### config.mk
export PLATFORM = sky130hd
export DESIGN_NAME = ws2812_encoder
export DESIGN_NICKNAME = d
export VERILOG_FILES = /design/src/rtl/ws2812_pkg.sv /design/src/rtl/ws2812_bit_timer.sv /design/src/rtl/ws2812_encoder.sv
export SDC_FILE = /design/constraint.sdc
export NUM_CORES = 1
export LEC_CHECK = 0
export ABC_CLOCK_PERIOD_IN_PS = 2900
export BUFFER_PORTS_ARGS = -buffer_cell sky130_fd_sc_hd__buf_2
export CORE_MARGIN = 1.5
export CORE_UTILIZATION = 64
export DETAILED_ROUTE_END_ITERATION = 12
export PLACE_DENSITY_LB_ADDON = 0.2
export SETUP_SLACK_MARGIN = 0.5
export SLEW_MARGIN = 0
export SYNTH_ARGS = -nofsm -noshare
export SYNTH_HDL_FRONTEND = slang
export SYNTH_SLANG_ARGS = --single-unit
export TNS_END_PERCENT = 10
### constraint.sdc
create_clock -name clk_i -period 2.9 [get_ports clk_i]
set_input_delay 0.58 -clock clk_i [delete_from_list [all_inputs] [get_ports clk_i]]
set_output_delay 0.58 -clock clk_i [all_outputs]
set_load 0.02 [all_outputs]
### src/rtl/ws2812_pkg.sv
// Shared types and constants for the WS2812 one-wire LED encoder.
// Defining WS2812_RGBW_EN selects 32-bit GRBW pixels; otherwise pixels are 24-bit GRB.
package ws2812_pkg;

`ifdef WS2812_RGBW_EN
  localparam int PIX_W = 32;
`else
  localparam int PIX_W = 24;
`endif

  localparam int BIT_IDX_W = $clog2(PIX_W);

  localparam int DEF_T0H_CYCLES   = 20;
  localparam int DEF_T1H_CYCLES   = 40;
  localparam int DEF_BIT_CYCLES   = 63;
  localparam int DEF_LATCH_CYCLES = 15000;

  typedef enum logic [1:0] {
    ST_IDLE,
    ST_SHIFT,
    ST_GAP,
    ST_LATCH
  } state_t;

  function automatic int max_of(input int a, input int b);
    return (a > b) ? a : b;
  endfunction

endpackage

### src/rtl/ws2812_bit_timer.sv
// Bit-period counter and high-time compare for one WS2812 bit slot.
module ws2812_bit_timer
  import ws2812_pkg::*;
#(
  parameter int T0H_CYCLES = DEF_T0H_CYCLES,
  parameter int T1H_CYCLES = DEF_T1H_CYCLES,
  parameter int BIT_CYCLES = DEF_BIT_CYCLES,
  parameter int CNT_W      = 6
) (
  input  logic i_clk,
  input  logic i_rst_n,
  input  logic i_run,
  input  logic i_bit,
  output logic o_high,
  output logic o_bit_end
);

  localparam logic [CNT_W-1:0] LAST_CNT = CNT_W'(BIT_CYCLES - 1);
  localparam logic [CNT_W-1:0] T0H      = CNT_W'(T0H_CYCLES);
  localparam logic [CNT_W-1:0] T1H      = CNT_W'(T1H_CYCLES);

  logic [CNT_W-1:0] r_cnt;
  logic             w_wrap;

  assign w_wrap = (r_cnt == LAST_CNT);

  // Counter sits at zero outside SHIFT so every bit period starts cleanly.
  always_ff @(posedge i_clk or negedge i_rst_n) begin
    if (!i_rst_n) begin
      r_cnt <= '0;
    end else if (!i_run || w_wrap) begin
      r_cnt <= '0;
    end else begin
      r_cnt <= r_cnt + 1'b1;
    end
  end

  assign o_bit_end = i_run && w_wrap;
  assign o_high    = (r_cnt < (i_bit ? T1H : T0H));

endmodule

### src/rtl/ws2812_encoder.sv
// WS2812 serial encoder: one-entry pixel holding register feeding an MSB-first bit shifter.
// Pixel width follows ws2812_pkg (WS2812_RGBW_EN selects 32-bit GRBW).
module ws2812_encoder
  import ws2812_pkg::*;
#(
  parameter int T0H_CYCLES   = DEF_T0H_CYCLES,
  parameter int T1H_CYCLES   = DEF_T1H_CYCLES,
  parameter int BIT_CYCLES   = DEF_BIT_CYCLES,
  parameter int LATCH_CYCLES = DEF_LATCH_CYCLES
) (
  input  logic             clk_i,
  input  logic             resetn_i,
  input  logic             pixel_valid_i,
  output logic             pixel_ready_o,
  input  logic [PIX_W-1:0] pixel_data_i,
  input  logic             pixel_last_i,
  output logic             led_ctl_o,
  output logic             busy_o,
  output logic             underrun_o
);

  localparam int MAX_CYC = max_of(max_of(T0H_CYCLES, T1H_CYCLES),
                                  max_of(BIT_CYCLES, LATCH_CYCLES));
  localparam int CNT_W   = (MAX_CYC > 1) ? $clog2(MAX_CYC) : 1;
  localparam logic [CNT_W-1:0]     WAIT_LAST = CNT_W'(LATCH_CYCLES - 1);
  localparam logic [BIT_IDX_W-1:0] MSB_IDX   = BIT_IDX_W'(PIX_W - 1);

  state_t               r_state;
  state_t               w_next;
  logic                 r_full;
  logic                 r_hold_last;
  logic [PIX_W-1:0]     r_hold;
  logic [PIX_W-1:0]     r_shift;
  logic                 r_cur_last;
  logic [BIT_IDX_W-1:0] r_bit_idx;
  logic [CNT_W-1:0]     r_wait_cnt;
  logic                 r_led;
  logic                 r_underrun;
  logic                 w_accept;
  logic                 w_load;
  logic                 w_underrun;
  logic                 w_run;
  logic                 w_high;
  logic                 w_bit_end;
  logic                 w_wait_done;
  logic                 w_led_d;

`ifndef SYNTHESIS
  always_ff @(posedge clk_i) begin
    assert (T0H_CYCLES < T1H_CYCLES && T1H_CYCLES < BIT_CYCLES)
      else $error("ws2812_encoder: require T0H_CYCLES < T1H_CYCLES < BIT_CYCLES");
  end
`endif

  ws2812_bit_timer #(
    .T0H_CYCLES (T0H_CYCLES),
    .T1H_CYCLES (T1H_CYCLES),
    .BIT_CYCLES (BIT_CYCLES),
    .CNT_W      (CNT_W)
  ) u_bit_timer (
    .i_clk     (clk_i),
    .i_rst_n   (resetn_i),
    .i_run     (w_run),
    .i_bit     (r_shift[PIX_W-1]),
    .o_high    (w_high),
    .o_bit_end (w_bit_end)
  );

  assign w_accept      = pixel_valid_i && !r_full;
  assign w_wait_done   = (r_wait_cnt == WAIT_LAST);
  assign pixel_ready_o = !r_full;
  assign led_ctl_o     = r_led;
  assign underrun_o    = r_underrun;

  // A new pixel wins over a simultaneous load so the register ends full.
  always_ff @(posedge clk_i or negedge resetn_i) begin
    if (!resetn_i) begin
      r_full      <= 1'b0;
      r_hold      <= '0;
      r_hold_last <= 1'b0;
    end else if (w_accept) begin
      r_full      <= 1'b1;
      r_hold      <= pixel_data_i;
      r_hold_last <= pixel_last_i;
    end else if (w_load) begin
      r_full      <= 1'b0;
    end
  end

  always_ff @(posedge clk_i or negedge resetn_i) begin
    if (!resetn_i) begin
      r_shift    <= '0;
      r_cur_last <= 1'b0;
      r_bit_idx  <= '0;
    end else if (w_load) begin
      r_shift    <= r_hold;
      r_cur_last <= r_hold_last;
      r_bit_idx  <= MSB_IDX;
    end else if (w_bit_end) begin
      r_shift    <= {r_shift[PIX_W-2:0], 1'b0};
      r_bit_idx  <= r_bit_idx - 1'b1;
    end
  end

  // Shared dwell counter for GAP and LATCH; restarts on every state entry.
  always_ff @(posedge clk_i or negedge resetn_i) begin
    if (!resetn_i) begin
      r_wait_cnt <= '0;
    end else if ((r_state == ST_GAP || r_state == ST_LATCH) && w_next == r_state) begin
      r_wait_cnt <= r_wait_cnt + 1'b1;
    end else begin
      r_wait_cnt <= '0;
    end
  end

  always_ff @(posedge clk_i or negedge resetn_i) begin
    if (!resetn_i) begin
      r_state <= ST_IDLE;
    end else begin
      r_state <= w_next;
    end
  end

  always_comb begin
    w_next     = r_state;
    w_load     = 1'b0;
    w_underrun = 1'b0;
    unique case (r_state)
      ST_IDLE: begin
        if (r_full) begin
          w_next = ST_SHIFT;
          w_load = 1'b1;
        end
      end
      ST_SHIFT: begin
        if (w_bit_end && r_bit_idx == '0) begin
          if (r_cur_last) begin
            w_next = ST_LATCH;
          end else if (r_full) begin
            w_load = 1'b1;
          end else begin
            w_next = ST_GAP;
          end
        end
      end
      ST_GAP: begin
        if (r_full) begin
          w_next = ST_SHIFT;
          w_load = 1'b1;
        end else if (w_wait_done) begin
          w_next     = ST_IDLE;
          w_underrun = 1'b1;
        end
      end
      ST_LATCH: begin
        if (w_wait_done) begin
          w_next = ST_IDLE;
        end
      end
      default: w_next = ST_IDLE;
    endcase
  end

  always_comb begin
    w_run   = (r_state == ST_SHIFT);
    w_led_d = w_run && w_high;
    busy_o  = (r_state != ST_IDLE);
  end

  always_ff @(posedge clk_i or negedge resetn_i) begin
    if (!resetn_i) begin
      r_led      <= 1'b0;
      r_underrun <= 1'b0;
    end else begin
      r_led      <= w_led_d;
      r_underrun <= w_underrun;
    end
  end

endmodule

==> reports/qor.yml <==
synth_area_um2: 4040
most_frequent_cells_in_the_layout: "dfrtp_1 (88), nor2_1 (35), buf_2 (30)"
finalSetupTns_ns: 0
drt-wirelength-per-cell_um: 16.9
hpwlAfterDp_um: 4990
post-cts-setup-buffers: 0
post_synth_num_cell_types: 46
yosysTopAreaCell: "dfrtp_1"
grt_pass1_wl_um: 13000
grt_pass1_vias: 2799
antenna_found_initial: 0
cts_tree: "done"
initial_core_util_pct: 67.4
timing.final.crit_share_pct: 74.6
gr-total-overflow: 0
vdd.ir_drop.worst_mv: 0.543
tritoncts_num_sinks: 88
synth_top_cells_by_area: "dfrtp_1 (55%), mux2_2 (6.4%), o221a_2 (6.4%), or3_1 (3.7%), nor2_1 (3.3%)"
areaGrowthSynthToFinish_pct: 10.3
synth_top_cell_area_share_pct: 54.5
coreArea_um2: 5990
maximum_number_of_pins_on_one_net_before_global_route_repair: 46
drv.max_cap_violation_count: 0
finClkSkew_ns: 0.00773
worstMarginPinSlew_ns: 0.548
final_layout_size_suffix_gt1_share_pct: 28.0
routed-via-count: 2764
most_frequent_standard_cell_in_the_layout_excluding_fill_and_tap_cells: "dfrtp_1"
drt_pre_antenna_iters: 5
ys.flop_type: "dfrtp_1"
h-tree-depth: 3
final_nets: 410
antenna_violation_net_count_after_detailed_routing: 0
static-leakage-power_nw: 1.96
hold_path.class: "in2async"
critical_path.startpoint_type: "register"
synth_nets: 380
synth.area.mux_share_pct: 6.41
r2r_slack_ns: 0.74
relSlewSlack_pct: 63.5
report.final.hold_viol_count: 0
final.min_clock_period_ns: 2.16
cts_buffer_depth: 2
worstSkewPairLatency_ns: 0.36
power_per_cell_area_nw_per_um2: 858
cts_buffers: 9
fp-row-count: 28
run_status: "finished, final reports clean"
synth_edf_count: 0
postSynth.asyncResetShare_pct: 100
synth_cells: 344
post_synth_and_or_nand_nor_area_fraction_pct: 18.6
detail_route.iter0.violations: 150
critPathCaptureType: "register"
ys.warnings.count: 0
numPortBuffers: 31
cp_class: "reg2reg"
maxClockFrequency_mhz: 462
die_w_um: 82.4
detail_route.drc_violations: 0
postSynthAreaPerCell_um2: 11.7
gp_congestion: 0.821
yosys.area_share.adder_pct: 2.48
number_of_vias_per_cell: 6.09
required_ns: 3.15
worstPathMaxFanout: 31
arrival_ns: 2.41
count_of_boundary_i_o_pins: 32
die_area_um2: 6800
rr_worst_depth: 5
fin_util_pct: 74.4
number_of_endpoints_failing_setup_at_the_final_stage: 0
groute.usage.overall_pct: 25.7
postSynthRegisterBits: 88
synth_xor_area_share_pct: 4.99
dominant_combinational_cell_family_by_area_after_synthesis: "simple AND/OR/NAND/NOR gates"
beginning_of_the_worst_register_to_register_path: "u_bit_timer.r_cnt[7]"
reg2reg_to: "r_shift[1]"
chipHeight_um: 82.4
drt_wl_total_um: 7690
drv_slew: 0
rsz0062_at_grt: "no"
hold_buffers: 0
ys_seq_area_share_pct: 54.5
clkTransAtPathRegs_ns: 0.09
share_of_the_synthesized_area_in_compound_gates_ao_oa_aoi_oai_pct: 9.76
cts_resized: 0
insertedDiodeCount: 0
cts.root.buffer_cell: "clkbuf_8"
==> sequential cells by signal, summed over array words and instances (netlist names), 2 cells and up <==
signal,count
r_hold,24
r_bit_idx,5
u_bit_timer.r_cnt,14
r_wait_cnt,14
r_state,2
r_shift,24
==> synthesized netlist by cell type (2+ instances only) <==
master,n
nor3_1,4
nor2b_1,2
or3_1,24
xnor2_1,8
and3_1,3
ha_1,8
nor4_4,2
dfrtp_1,88
nand2_1,16
nor2_1,35
buf_2,5
buf_6,3
nor4_1,3
clkbuf_1,6
inv_1,9
buf_4,2
nand3_1,14
o221a_2,23
and4_1,4
nand2b_1,2
nand3b_1,2
nand4_1,9
a21oi_1,5
xor2_1,15
mux2_2,23
o21ai_0,9
==> where the power goes <==
group          internal, W  leakage [nW]  switching, W
Clock             0.000405        0.0925      0.000452
Combinational     0.000575         0.786      0.000405
Sequential         0.00166          1.08      0.000324
==> cell families (layout without fill, tap and decap cells) <==
group	after synthesis	in the layout
AND/OR/NAND/NOR	132	132
flip-flops	88	88
AO/OA/AOI/OAI	45	45
buffers and inverters	25	60
XOR/XNOR	23	23
multiplexers	23	23
adder cells (fa/ha/maj)	8	8
==> critical path: stages (launching register included) <==
cell and delay (ns):
dfrtp_1 0.48, nor4_4 0.38, and4_4 0.51, a21oi_2 0.21
buf_12 0.20, o221a_2 0.27
==> worst max path at each step <==
stage	startpoint	cells after the start	slack [ns]	to
after global routing	r_bit_idx[0]	7	0.55	r_shift[1]
after global placement	u_bit_timer.r_cnt[0]	7	0.83	r_shift[2]
after CTS	u_bit_timer.r_cnt[0]	7	0.75	r_shift[1]
after floorplan	r_bit_idx[0]	7	1.07	r_shift[11]
final	u_bit_timer.r_cnt[7]	5	0.74	r_shift[1]
after detailed placement	r_bit_idx[0]	7	0.77	r_shift[2]
==> layout make-up <==
class                           count  area [um^2]
Sequential cell                    88         2200
Fill cell                         421         1540
Multi-Input combinational cell    231         1710
Clock inverter                      7         78.8
Clock buffer                        9          124
Tap cell                           75         93.8
Inverter                            9         33.8
Timing Repair Buffer               35          213
==> through the flow <==
stage                     setup slack (ns)  instance area (um^2)  instances  hold WS [ns]  total power [W]
after global placement               0.827                  4250        438         0.468          0.00290
after floorplan                       1.07                  4040        344         0.284          0.00268
after CTS                            0.753                  4450        454         0.219          0.00384
final                                0.736                  4450        454         0.205          0.00382
after detailed placement             0.765                  4250        438         0.484          0.00297
after global routing                 0.547                  4450        454         0.248          0.00406
==> metal layers <==
layer,up-vias,global-route usage [%],wire [um]
li1,1315,-,-
met1,1372,32.0,3380
met2,61,42.8,3890
met3,16,5.93,274
met4,0,11.4,148
met5,-,0,0
No activity file was read; power rests on OpenSTA's default activity.
